### config.mk
export PLATFORM = sky130hd
export DESIGN_NAME = lif_neuron_core
export DESIGN_NICKNAME = d
export VERILOG_FILES = /design/src/rtl/snn_pkg.sv /design/src/rtl/membrane_update.sv /design/src/rtl/lif_neuron_core.sv
export SDC_FILE = /design/constraint.sdc
export NUM_CORES = 1
export LEC_CHECK = 0
export CORE_ASPECT_RATIO = 1.2
export CORE_MARGIN = 2
export CORE_UTILIZATION = 35
export CTS_CLUSTER_DIAMETER = 40
export CTS_CLUSTER_SIZE = 10
export DETAILED_ROUTE_END_ITERATION = 12
export PLACE_DENSITY = 0.68
export SYNTH_ARGS = -nofsm -noshare
export SYNTH_HDL_FRONTEND = slang
export SYNTH_HIERARCHICAL = 1
export SYNTH_SLANG_ARGS = --single-unit
export TNS_END_PERCENT = 100
### constraint.sdc
create_clock -name clk -period 8.1 [get_ports clk]
set_input_delay 1.62 -clock clk [delete_from_list [all_inputs] [get_ports clk]]
set_output_delay 1.62 -clock clk [all_outputs]
set_load 0.03 [all_outputs]
### src/rtl/snn_pkg.sv
// Shared SNN definitions: data widths, LIF state encoding and the 8-bit clamp
// that is also used by the synaptic current calculator.
package snn_pkg;

    localparam int V_W   = 8;   // membrane potential / current width
    localparam int SUM_W = 10;  // intermediate leak+integrate width, wide enough for no overflow

    typedef enum logic {
        ST_INTEGRATE  = 1'b0,
        ST_REFRACTORY = 1'b1
    } lif_state_e;

    // Clamp a SUM_W-bit signed value into the signed 8-bit range [-128, 127].
    function automatic logic signed [V_W-1:0] sat8(input logic signed [SUM_W-1:0] s);
        logic signed [SUM_W-1:0] hi;
        logic signed [SUM_W-1:0] lo;
        hi = 10'sd127;
        lo = -10'sd128;
        if (s > hi) begin
            return 8'sd127;
        end else if (s < lo) begin
            return -8'sd128;
        end else begin
            return s[V_W-1:0];
        end
    endfunction

endpackage

### src/rtl/membrane_update.sv
// Combinational membrane step: leak, integrate the input current, saturate
// to 8 bits and compare against the firing threshold.
module membrane_update
    import snn_pkg::*;
(
    input  logic signed [V_W-1:0] v_i,
    input  logic signed [V_W-1:0] current_i,
    input  logic signed [V_W-1:0] threshold_i,
    input  logic        [2:0]     decay_i,
    output logic signed [V_W-1:0] v_next_o,
    output logic                  fire_o
);

    logic signed [V_W-1:0]   leak;
    logic signed [SUM_W-1:0] v_ext;
    logic signed [SUM_W-1:0] leak_ext;
    logic signed [SUM_W-1:0] cur_ext;
    logic signed [SUM_W-1:0] sum;

    // Leak (arithmetic shift, rounds toward -inf), integrate, clamp, compare.
    always_comb begin
        // NOTE: every signal written here gets a value before any branch, so no
        // path leaves one unassigned and no latch is inferred.
        leak = '0;
        if (decay_i != 3'd0) begin
            leak = v_i >>> decay_i;
        end
        v_ext    = {{(SUM_W-V_W){v_i[V_W-1]}},       v_i};
        leak_ext = {{(SUM_W-V_W){leak[V_W-1]}},      leak};
        cur_ext  = {{(SUM_W-V_W){current_i[V_W-1]}}, current_i};
        sum      = v_ext - leak_ext + cur_ext;
        v_next_o = sat8(sum);
        fire_o   = (v_next_o >= threshold_i);
    end

endmodule

### src/rtl/lif_neuron_core.sv
// Leaky integrate-and-fire neuron. One membrane update per enabled cycle,
// results visible one edge later with a one-cycle out_valid strobe. After a
// spike the neuron may sit in a refractory hold for a programmable number of
// enabled steps, ignoring its input.
module lif_neuron_core
    import snn_pkg::*;
#(
    parameter int                     REF_W   = 4,
    parameter logic signed [V_W-1:0]  V_RESET = 8'sd0
) (
    input  logic                  clk,
    input  logic                  reset,
    input  logic                  enable,
    input  logic signed [V_W-1:0] input_current,
    input  logic signed [V_W-1:0] threshold,
    input  logic        [2:0]     decay,
    input  logic        [REF_W-1:0] refractory_period,
    output logic signed [V_W-1:0] membrane_potential,
    output logic                  spike_out,
    output logic                  refractory_active,
    output logic                  out_valid
);

    lif_state_e              state_q;
    logic signed [V_W-1:0]   v_q;
    logic [REF_W-1:0]        ref_cnt_q;
    logic                    spike_q;
    logic                    valid_q;

    logic signed [V_W-1:0]   v_d;
    logic                    fire;

    membrane_update u_membrane_update (
        .v_i         (v_q),
        .current_i   (input_current),
        .threshold_i (threshold),
        .decay_i     (decay),
        .v_next_o    (v_d),
        .fire_o      (fire)
    );

    // FSM, refractory counter and registered outputs; reset overrides enable.
    always_ff @(posedge clk) begin
        // NOTE: non-blocking assignments so every register here updates from
        // the pre-edge values, independent of statement order.
        if (reset) begin
            state_q   <= ST_INTEGRATE;
            v_q       <= V_RESET;
            ref_cnt_q <= '0;
            spike_q   <= 1'b0;
            valid_q   <= 1'b0;
        end else begin
            spike_q <= 1'b0;
            valid_q <= enable;
            if (enable) begin
                case (state_q)
                    ST_INTEGRATE: begin
                        if (fire) begin
                            spike_q <= 1'b1;
                            v_q     <= V_RESET;
                            if (refractory_period != '0) begin
                                ref_cnt_q <= refractory_period;
                                state_q   <= ST_REFRACTORY;
                            end
                        end else begin
                            v_q <= v_d;
                        end
                    end
                    ST_REFRACTORY: begin
                        v_q <= V_RESET;
                        if (ref_cnt_q <= REF_W'(1)) begin
                            ref_cnt_q <= '0;
                            state_q   <= ST_INTEGRATE;
                        end else begin
                            ref_cnt_q <= ref_cnt_q - REF_W'(1);
                        end
                    end
                    default: begin
                        state_q   <= ST_INTEGRATE;
                        ref_cnt_q <= '0;
                    end
                endcase
            end
        end
    end

    assign membrane_potential = v_q;
    assign spike_out          = spike_q;
    assign refractory_active  = (state_q == ST_REFRACTORY);
    assign out_valid          = valid_q;

endmodule

==> Word-level counts from Yosys, hierarchy flattened <==
Cells that the tools add are included.
{ "classes": {"addsub": 3, "magnitude_cmp": 4, "eq_ne": 2, "shift": 1, "muxes": 14, "bitwise_logic": 2, "n_reduce_logical": 4} }
{ "op_table": {"columns": ["operator", "count"], "rows": [
  ["2-to-1 mux 8 bit", 4],
  ["one-hot mux 8 bit (2 select lines)", 1],
  ["2-to-1 mux 4 bit", 3],
  ["adder 9 x 8 -> 10 bit", 1],
  ["> comparator 10 x 8 -> 1 bit, second input constant", 1],
  ["less-than comparator 10 x 8 -> 1 bit, second input constant", 1],
  ["subtractor 8 x 8 -> 9 bit", 1],
  ["greater-or-equal comparator 8 bit", 1],
  ["one-hot mux 4 bit (2 select lines)", 1],
  [">>> shifter 8 x 3 -> 8 bit", 1],
  ["<= comparator 4 x 1 -> 1 bit, second input constant", 1],
  ["2-to-1 mux 1 bit", 4],
  ["!= test 2 bit, second input constant", 2],
  ["nonzero test 4 bit", 1],
  ["subtractor 4 x 1 -> 4 bit, second input constant", 1],
  ["AND reduction 3 bit", 1],
  ["nonzero test 3 bit", 1],
  ["OR reduction 3 bit", 1],
  ["NOT 1 bit", 2],
  ["one-hot mux 1 bit (2 select lines)", 1]
]} }
{ "word_totals": {"ff_bits": 15, "input_bits": 26, "output_inout_bits": 11, "word_cells": 35} }

==> Depth between registers and ports, before layout <==
Gate-level depths: netlist of run 1.
{ "logic_depth": {"word_depth": 10, "ltp_mapped": 26, "ltp_nobuf": 25} }

==> Modules after synthesis <==
The synthesis of run 1 kept the hierarchy.
{ "by_module_without_submodules": {"columns": ["mod", "n_inst", "cells_each", "area_each_um2", "seq_area_each_um2"], "rows": [
  ["membrane_update", 1, 148, 1108.6, 0.0],
  ["lif_neuron_core", 1, 83, 710.7, 300.3]
]} }

==> Worst setup path after synthesis of run 1 <==
No wires, ideal clock.
{ "synth_timing": {"kind": "in2reg", "startpoint": "input port decay[0]", "endpoint": "register v_q[7] (netlist: membrane_potential[7])", "setup_time_ns": 0.071, "arrival_ns": 5.790, "required_ns": 8.029, "slack_ns": 2.240, "cell_stages": 25, "n_path_buf": 1, "path_cell_list": "clkbuf_1 > nand2_1 > o21ai_0 > mux2i_1 > nand2_1 > o21ai_0 > fa_1 > inv_1 > fa_1 > nor2b_4 > o31a_4 > a21oi_2 > xor2_2 > o21a_2 > o21a_1 > ha_1 > nand2b_1 > a21o_1 > a21oi_1 > nor2b_1 > o211ai_1 > a21oi_1 > nor2_1 > nand3_1 > a21oi_1"} }
{ "synth_between": {"elab_chain_cells": 10, "word_cells_on_any_way": 12, "classes_between": "add/sub: 2; order compare: 3; shift: 1; mux: 5; reduce/logical: 1"} }
{ "synth_lines": {"columns": ["item", "line_no", "source"], "rows": [
  ["from (decl)", "lif_neuron_core.sv:16", "input logic [2:0] decay,"],
  [">>> shifter 8 x 3 -> 8 bit / nonzero test 3 bit (equally long branches)", "membrane_update.sv:26, membrane_update.sv:25", null],
  ["2-to-1 mux 8 bit (*)", "membrane_update.sv:25", "if (decay_i != 3'd0) begin"],
  ["subtractor 8 x 8 -> 9 bit (*)", "membrane_update.sv:31", "sum = v_ext - leak_ext + cur_ext;"],
  ["adder 9 x 8 -> 10 bit (*)", "membrane_update.sv:31", null],
  ["less-than comparator 10 x 8 -> 1 bit", "snn_pkg.sv:21", "end else if (s < lo) begin"],
  ["2-to-1 mux 8 bit", "snn_pkg.sv:21", null],
  ["2-to-1 mux 8 bit (*)", "snn_pkg.sv:19", "if (s > hi) begin"],
  ["greater-or-equal comparator 8 bit (*)", "membrane_update.sv:33", "fire_o = (v_next_o >= threshold_i);"],
  ["net fire", "lif_neuron_core.sv:31", "logic fire;"],
  ["2-to-1 mux 8 bit (*)", "lif_neuron_core.sv:58", "if (fire) begin"],
  ["one-hot mux 8 bit (2 select lines) (*)", "lif_neuron_core.sv:56", "case (state_q)"],
  ["to (signal assigned)", "lif_neuron_core.sv:66", "v_q <= v_d;"],
  ["to (decl)", "lif_neuron_core.sv:25", "logic signed [V_W-1:0] v_q;"]
]} }
The timed path passes the listed nets; every way through them passes the cells marked *.
A chain may end at the register's enable or synchronous reset.

==> Worst setup path in the final report of run 1 <==
{ "layout_timing": {"startpoint": "input port decay[0]", "endpoint": "register ref_cnt_q[1]"} }
{ "layout_between": {"elab_chain_cells": 10, "word_cells_on_any_way": 12, "classes_between": "add/sub: 2; order compare: 3; eq/ne: 1; shift: 1; mux: 3; reduce/logical: 2"} }
{ "layout_lines": {"columns": ["item", "line_no", "source"], "rows": [
  [">>> shifter 8 x 3 -> 8 bit / nonzero test 3 bit (equally long branches)", "membrane_update.sv:26, membrane_update.sv:25", null],
  ["2-to-1 mux 8 bit (*)", "membrane_update.sv:25", null],
  ["subtractor 8 x 8 -> 9 bit (*)", "membrane_update.sv:31", null],
  ["adder 9 x 8 -> 10 bit (*)", "membrane_update.sv:31", null],
  ["less-than comparator 10 x 8 -> 1 bit", "snn_pkg.sv:21", null],
  ["2-to-1 mux 8 bit", "snn_pkg.sv:21", null],
  ["2-to-1 mux 8 bit (*)", "snn_pkg.sv:19", null],
  ["greater-or-equal comparator 8 bit (*)", "membrane_update.sv:33", null],
  ["net fire", "lif_neuron_core.sv:31", null],
  ["!= test 2 bit (no source line) (*)", null, null],
  ["AND reduction 3 bit (no source line) (*)", null, null],
  ["to (signal assigned)", "lif_neuron_core.sv:62", "ref_cnt_q <= refractory_period;"],
  ["to (signal assigned)", "lif_neuron_core.sv:75", "ref_cnt_q <= ref_cnt_q - REF_W'(1);"],
  ["to (decl)", "lif_neuron_core.sv:26", "logic [REF_W-1:0] ref_cnt_q;"]
]} }
Marks and branches as above.

==> parameters.txt, run 1 <==
Parameter                              Value

Cells and area
  Number of fillers in the final layout    503
  # nets final    319
  Top library cells by usage in the layout, fill and taps aside    sky130_fd_sc_hd__clkdlybuf4s50_1 (36), sky130_fd_sc_hd__inv_1 (31), sky130_fd_sc_hd__ha_1 (21), sky130_fd_sc_hd__a21oi_1 (19), sky130_fd_sc_hd__dfxtp_1 (15)
  Final cell utilization of the core    45.5%
  Proportion of layout cells with a drive suffix above 1    6.82%
  Final cell count without fillers    324
  Area grow syn2layout    24.5%
  ANT cells    0
  Most common library cell in the layout ignoring fill and taps    sky130_fd_sc_hd__clkdlybuf4s50_1

Min path
  Worst hold endpoint    membrane_potential[3]
  Worst Hold Depth    2
  Hold/Removal Path Class    flip-flop to flip-flop
  Worst Min Path Start    membrane_potential[3]

GRT
  Global Route met2 Usage    23.0%
  Met3 usage in global routing    1.58%
  GR Overflow Total    0
  Via count of the first global-routing pass    1598
  First-pass GRT wire length    7020 µm
  GRT Resource Usage Total    14.2%
  GR met1 Demand/Resource    20.1%
  Initial antenna violation count    0
  Pin count of the biggest net entering global routing    23
  Highest-utilization routing layer at the global route stage    met2

Setup path
  Reg-to-reg critical path endpoint    ref_cnt_q[1]
  Count of cells along the worst register-to-register path    25
  Crit path launch type    input pin
  FF-to-FF Start    membrane_potential[5]
  Launching instance or port of the critical path    decay[0]
  Minimum setup slack among reg-to-reg paths    3140 ps
  Endpoint required time on the critical path    8210 ps
  Type of element capturing the critical path    flip-flop
  Max Fanout on Critical Path    12
  Crit path arrival time    6760 ps
  Start-to-end type of the worst setup path    input pin to flip-flop

Timing
  Final number of setup-violating endpoints    0
  Slew of the pin with the lowest slew margin    634 ps
  Clock period minus final worst setup slack    6660 ps
  Max Clock Freq    150 MHz
  Total count of hold-check failures in the final report    0
  Relative slew margins    57.6%
  Setup_tns    0 ps
  Part of the cycle the worst path needs    82.2%
  Unrepaired setup endpoints after global routing    false
  Largest clock skew in the final design    0.673 ps
  Pins over their slew limit    0

Yosys
  Post-synth cell types    48
  Synthesized-area fraction occupied by and/or/nand/nor cells    20.6%
  Area fraction in compound gates after synthesis    26.2%
  Post-synthesis register bit count    15
  Xor and xnor fraction of the mapped netlist area    2.82%
  Ys Warns    6
  Most used flip-flop cell after synthesis    sky130_fd_sc_hd__dfxtp_1
  Number of enable flip-flop cells after synthesis    0
  Fraction of synthesis flops using an asynchronous set or reset pin    0%
  Post-synthesis sequential area ratio    16.5%
  Mapped Nets    285
  Gate Count Post-Synth    231
  Share of cell area taken by muxes after synthesis    3.44%
  Mean instance size in the synthesized netlist    7.88 µm²
  Adder-Cell Fraction of Synth Area    22.1%
  Main combinational cell family by area after synthesis    compound AO/OA/AOI/OAI gates
  Netlist area before placement    0.00182 mm²

Routing
  Post-detailed-route DRC marker count    0
  Detailed-route vias per instance    5.09
  First-iteration detailed-routing DRC count    84
  Post-route ant nets    0
  Drt total wl    4070 µm
  Routed via count    1650
  Routed length per placed instance    12.6 µm
  First drt pass iteration count    4

Clocking
  Number of sinks driven by the clock tree    15
  Number of hold buffers added after CTS    0
  CTS tree    built
  Worst-skew pair later-pin latency    240 ps
  Clock buffers created by TritonCTS    3
  Depth of the CTS H-tree    1
  Maximum clock path buffer count    2
  Clock-pin slew on the worst setup and hold paths    60 ps
  Post-CTS Repair Setup Buffers    0
  Total of cells resized after clock tree synthesis    0
  Root buffer cell    sky130_fd_sc_hd__clkbuf_8

Floorplanning
  Area enclosed by the die boundary    0.00579 mm²
  Die X    69.8 µm
  Number of rows created at floorplan    28
  Area of the placeable core    0.00497 mm²
  Die height    83.0 µm
  I/O pin count    37
  Initial Util    36.6%

Power and ir drop
  Static leakage    0.920 nW
  Power density over the cells    443 mW/mm²
  VDD IR max    253 µV

Placed design
  Global placement routability congestion    0.832
  Half-perimeter wire length after placement    3280 µm
  Port Buf Inserts    36
  Count of placed standard cells including taps    320

Run
  # Max-Cap Violations    0

Outcome
  Outcome    finished, final reports clean
[where the power goes]
group          switching (mW)  internal [mW]  leakage, nW
clock                  0.0252         0.0348       0.0228
sequential             0.0451          0.107        0.123
combinational           0.444          0.348        0.774
total                   0.514          0.490        0.920
[metal layers]
metal	vias up	routed length, µm	share of wire [%]
li1	873	-	-
met3	2	193	4.7
met1	740	2000	49
met2	35	1860	46
met4	0	13	0.32
met5	-	0	0
[logic make-up (layout without fill, tap and decap cells)]
kind of cell / Yosys count / in the layout
AND/OR/NAND/NOR: 69 / 69
flip-flops: 15 / 15
XOR/XNOR: 5 / 5
adder cells (fa/ha/maj): 28 / 28
AO/OA/AOI/OAI: 71 / 71
multiplexers: 5 / 5
buffers and inverters: 38 / 71
[registers in the layout (all words and copies together) (netlist names)]
name / count
membrane_potential: 8
refractory_active: 1
out_valid: 1
ref_cnt_q: 4
spike_out: 1
[cell usage after synthesis, types with 2 or more instances]
cell type                  count  share of area, %
sky130_fd_sc_hd__o21a_2        2              0.96
sky130_fd_sc_hd__nand3_1      11               3.0
sky130_fd_sc_hd__ha_1         21                14
sky130_fd_sc_hd__nand2b_1     12               4.1
sky130_fd_sc_hd__dfxtp_1      15                17
sky130_fd_sc_hd__o21ai_2       2              0.96
sky130_fd_sc_hd__o211ai_1      2              0.83
sky130_fd_sc_hd__o21ai_0      14               3.9
sky130_fd_sc_hd__o31a_1        2              0.96
sky130_fd_sc_hd__xor2_1        2              0.96
sky130_fd_sc_hd__nand3b_1      2              0.83
sky130_fd_sc_hd__inv_1        31               6.4
sky130_fd_sc_hd__a211oi_1      4               1.7
sky130_fd_sc_hd__a21o_1        3               1.2
sky130_fd_sc_hd__nor2b_1       4               1.4
sky130_fd_sc_hd__mux2i_1       4               2.2
sky130_fd_sc_hd__xnor2_1       2              0.96
sky130_fd_sc_hd__fa_1          7               7.7
sky130_fd_sc_hd__nand2_1      14               2.9
sky130_fd_sc_hd__o21a_1        4               1.7
sky130_fd_sc_hd__o21ai_1       3              0.83
sky130_fd_sc_hd__clkbuf_1      5               1.0
sky130_fd_sc_hd__a31oi_1       2              0.69
sky130_fd_sc_hd__nor3_1        6               1.7
sky130_fd_sc_hd__nor2_1       12               2.5
sky130_fd_sc_hd__a21boi_0      2              0.83
sky130_fd_sc_hd__a21oi_1      19               5.2
sky130_fd_sc_hd__a311oi_1      4               1.9
[worst max path at each step]
stage	end	slack [ps]	depth (start not counted)
2_1_floorplan	membrane_potential[7]	2240	25
3_3_place_gp	membrane_potential[3]	1270	24
3_5_place_dp	membrane_potential[3]	1180	24
4_1_cts	membrane_potential[3]	1440	24
5_1_grt	membrane_potential[3]	930	21
6_report	ref_cnt_q[1]	1440	25
[cell type report]
class	count	area, µm²	area share, %
inverters	31	116	5.14
multi-input cells	178	1370	60.4
well taps	60	75.1	3.31
repair buffers	36	360	15.9
flip-flops and latches	15	300	13.3
clock buffers	4	45.0	1.99
[critical path, cell delays in order]
cell                              delay (ps)
sky130_fd_sc_hd__clkdlybuf4s50_1         710
sky130_fd_sc_hd__mux4_2                  570
sky130_fd_sc_hd__a21o_1                  210
sky130_fd_sc_hd__ha_1                    260
sky130_fd_sc_hd__inv_1                    50
sky130_fd_sc_hd__ha_1                    190
sky130_fd_sc_hd__inv_1                    70
sky130_fd_sc_hd__fa_1                    430
sky130_fd_sc_hd__nor2b_4                 150
sky130_fd_sc_hd__o31a_4                  150
sky130_fd_sc_hd__a21oi_2                  70
sky130_fd_sc_hd__xor2_2                  160
sky130_fd_sc_hd__o21a_2                  260
sky130_fd_sc_hd__o21a_1                  180
sky130_fd_sc_hd__ha_1                    250
sky130_fd_sc_hd__nand2b_1                 90
sky130_fd_sc_hd__a21o_1                  100
sky130_fd_sc_hd__a21oi_1                  60
sky130_fd_sc_hd__nor2b_1                 110
sky130_fd_sc_hd__o211ai_1                 90
sky130_fd_sc_hd__a21oi_1                 240
sky130_fd_sc_hd__nand2_1                 140
sky130_fd_sc_hd__o21a_2                  280
sky130_fd_sc_hd__a311oi_1                230
sky130_fd_sc_hd__a211oi_1                 80
[stage by stage]
step                      setup WS (ps)  instance area, µm²  hold WS [ps]  power, mW
after floorplan                    2240                1820           474      0.758
final                              1440                2260           502       1.00
after CTS                          1440                2260           509       1.01
after global routing                928                2260           554       1.12
after global placement             1270                2220           491      0.938
after detailed placement           1180                2220           499      0.944
Note: power is estimated with default switching activity, not from simulation.
==> run 2: changes to the inputs <==
--- a/config.mk
+++ b/config.mk
@@ -11,7 +11,7 @@
 export CTS_CLUSTER_DIAMETER = 40
 export CTS_CLUSTER_SIZE = 10
 export DETAILED_ROUTE_END_ITERATION = 12
-export PLACE_DENSITY = 0.68
+export PLACE_DENSITY = 0.7
 export SYNTH_ARGS = -nofsm -noshare
 export SYNTH_HDL_FRONTEND = slang
 export SYNTH_HIERARCHICAL = 1
==> constraint.sdc (replaced) <==
create_clock -name clk -period 5.77 [get_ports clk]
set_input_delay 1.154 -clock clk [delete_from_list [all_inputs] [get_ports clk]]
set_output_delay 1.154 -clock clk [all_outputs]
set_load 0.03 [all_outputs]
==> parameters.txt, run 2 (same netlist as run 1, synthesis figures left out) <==
Parameter                              Value

Clocking
  Number of sinks driven by the clock tree    15 (unchanged)
  Clock buffers created by TritonCTS    3 (unchanged)
  Depth of the CTS H-tree    1 (unchanged)
  Root buffer cell    sky130_fd_sc_hd__clkbuf_8
  Maximum clock path buffer count    2 (unchanged)
  CTS tree    built
  Clock-pin slew on the worst setup and hold paths    60 ps (about the same)
  Number of hold buffers added after CTS    0 (unchanged)
  Worst-skew pair later-pin latency    240 ps (about the same)

Placed design
  Half-perimeter wire length after placement    3720 µm (+13%)
  Global placement routability congestion    0.860 (+3.5%)
  Port Buf Inserts    36 (unchanged)
  Count of placed standard cells including taps    353 (+10%)

GRT
  Pin count of the biggest net entering global routing    23 (unchanged)
  First-pass GRT wire length    7780 µm (+11%)
  GRT Resource Usage Total    15.7% (+1.5 points)
  Via count of the first global-routing pass    1786 (+12%)
  Initial antenna violation count    0 (unchanged)
  GR Overflow Total    0 (unchanged)

Power and ir drop
  Portion of total power attributed to combinational logic    83.4% (+4.5 points)
  VDD IR max    447 µV (+76%)
  Fraction of power spent switching nets    46.8% (-4.4 points)
  Share of power burned in registers    11.9% (-3.2 points)
  Switch Pwr    0.837 mW (+63%)
  Power density over the cells    691 mW/mm² (+56%)
  Fraction of power consumed by the clock network    4.7% (-1.3 points)
  Total internal power    0.953 mW (+95%)
  Static leakage    1.12 nW (+22%)

Floorplanning
  Number of rows created at floorplan    28 (unchanged)
  Area of the placeable core    0.00497 mm² (unchanged)
  Initial Util    36.6% (unchanged)
  I/O pin count    37 (unchanged)
  Area enclosed by the die boundary    0.00579 mm² (unchanged)
  Die height    83.0 µm (unchanged)
  Die X    69.8 µm (unchanged)

Timing
  Part of the cycle the worst path needs    93.7%
  Total count of hold-check failures in the final report    0 (unchanged)
  Final number of setup-violating endpoints    0 (unchanged)
  Slew of the pin with the lowest slew margin    647 ps (+13.4 ps)
  Largest clock skew in the final design    4.82 ps (+4.14 ps)
  Unrepaired setup endpoints after global routing    false
  Clock period minus final worst setup slack    5410 ps
  Pins over their slew limit    0 (unchanged)
  Max Clock Freq    185 MHz
  Relative slew margins    56.7% (-0.90 points)

Routing
  Post-detailed-route DRC marker count    0 (unchanged)
  First-iteration detailed-routing DRC count    87 (+3.6%)
  Routed length per placed instance    12.9 µm (+2.8%)
  Routed via count    1826 (+11%)
  First drt pass iteration count    4 (unchanged)
  Drt total wl    4670 µm (+15%)
  Detailed-route vias per instance    5.06 (-0.68%)
  Post-route ant nets    0 (unchanged)

Cells and area
  Area grow syn2layout    42.4%
  Top library cells by usage in the layout, fill and taps aside    sky130_fd_sc_hd__buf_4 (35), sky130_fd_sc_hd__clkdlybuf4s50_1 (33), sky130_fd_sc_hd__inv_1 (31), sky130_fd_sc_hd__ha_1 (21), sky130_fd_sc_hd__a21oi_1 (17)
  Multi-input combinational cell area    0.00141 mm² (+3.4%)
  ANT cells    0 (unchanged)
  Footprint of the flip-flops and latches    300 µm² (unchanged)
  Proportion of layout cells with a drive suffix above 1    21.6% (+15 points)
  Final cell count without fillers    361 (+11%)
  Most common library cell in the layout ignoring fill and taps    sky130_fd_sc_hd__buf_4
  Final cell utilization of the core    52.1% (+6.5 points)
  Max FFs per register    8 (unchanged)
  # nets final    356 (+12%)
  Number of fillers in the final layout    508 (+0.99%)

Setup path
  Type of element capturing the critical path    flip-flop
  Cell at the slowest stage of the critical path    sky130_fd_sc_hd__fa_1
  Count of cells along the worst register-to-register path    24 (-4.0%)
  Crit path launch type    input pin
  Crit path arrival time    5550 ps (-1210 ps)
  Max Fanout on Critical Path    5 (-7)
  Endpoint required time on the critical path    5910 ps (-2300 ps)
  CP dominant cell by count    sky130_fd_sc_hd__a21oi_2
  Worst path max stage delay    510 ps (-200 ps)
  Start-to-end type of the worst setup path    input pin to flip-flop

Run
  # Max-Cap Violations    0 (unchanged)

Outcome
  Outcome    finished, final reports clean

Min path
  Hold/Removal Path Class    flip-flop to flip-flop
  Worst Hold Depth    2 (unchanged)
## run 2: cell types whose count changed in the layout (fill, tap and decap cells not counted), sizes merged
cell / delta
buf: +37
clkbuf: +1
clkdlybuf4s50: -3
dlymetal6s2s: +2
## run 2: layout make-up
type	instances	area share, %
clock buffers	4	1.74
inverters	31	4.49
multi-input cells	178	54.6
flip-flops and latches	15	11.6
well taps	60	2.90
repair buffers	73	24.7
## run 2: worst max-delay path: cells and delay by family
kind | cells | cell delay, ps
compound gates | 13 | 2060
fa+ha+maj | 3 | 1090
simple gates | 6 | 810
buf+inv | 3 | 340
xor+xnor | 1 | 100
## run 2: final timing paths
kind	from	to	slack, ps
worst min register to register	membrane_potential[2]	membrane_potential[2]	500
worst max-delay path	decay[1]	ref_cnt_q[2]	360
worst min-delay path	membrane_potential[2]	membrane_potential[2]	500
worst max register to register	membrane_potential[7]	ref_cnt_q[2]	990
## run 2: power groups by stage
stage | sequential, mW | clock (mW) | combinational, mW
2_1_floorplan | 0.252 | 0 | 0.812
3_3_place_gp | 0.212 | 0 | 1.38
3_5_place_dp | 0.214 | 0 | 1.41
4_1_cts | 0.213 | 0.0855 | 1.44
5_1_grt | 0.223 | 0.0905 | 1.67
6_report | 0.213 | 0.0842 | 1.49
## run 2: repair_timing
item / 4_1_cts / 5_1_grt
gates cloned: 0 / 1
buffers inserted: 1 / 2
setup endpoints to repair: 14 / 14
pin swaps: 4 / 12
resized for setup: 9 / 12
## run 2: metrics by stage
| step | hold WS [ps] | setup TNS, ps | setup slack [ps] | cell area, µm² | power (mW) |
|---|---|---|---|---|---|
| detailed placement | 500 | -6340 | -530 | 2470 | 1.62 |
| CTS | 509 | 0 | 15.4 | 2530 | 1.74 |
| global route | 539 | 0 | 6.52 | 2590 | 1.98 |
| finish | 503 | 0 | 365 | 2590 | 1.79 |
| floorplan | 474 | 0 | 376 | 1820 | 1.06 |
| global placement | 500 | -4650 | -409 | 2470 | 1.59 |
## run 2: layer usage
layer / wire length, µm / track usage [%]
met1: 2070 / 20.3
met4: 36 / 3.67
met3: 174 / 1.33
met5: 0 / 0
met2: 2390 / 28.1
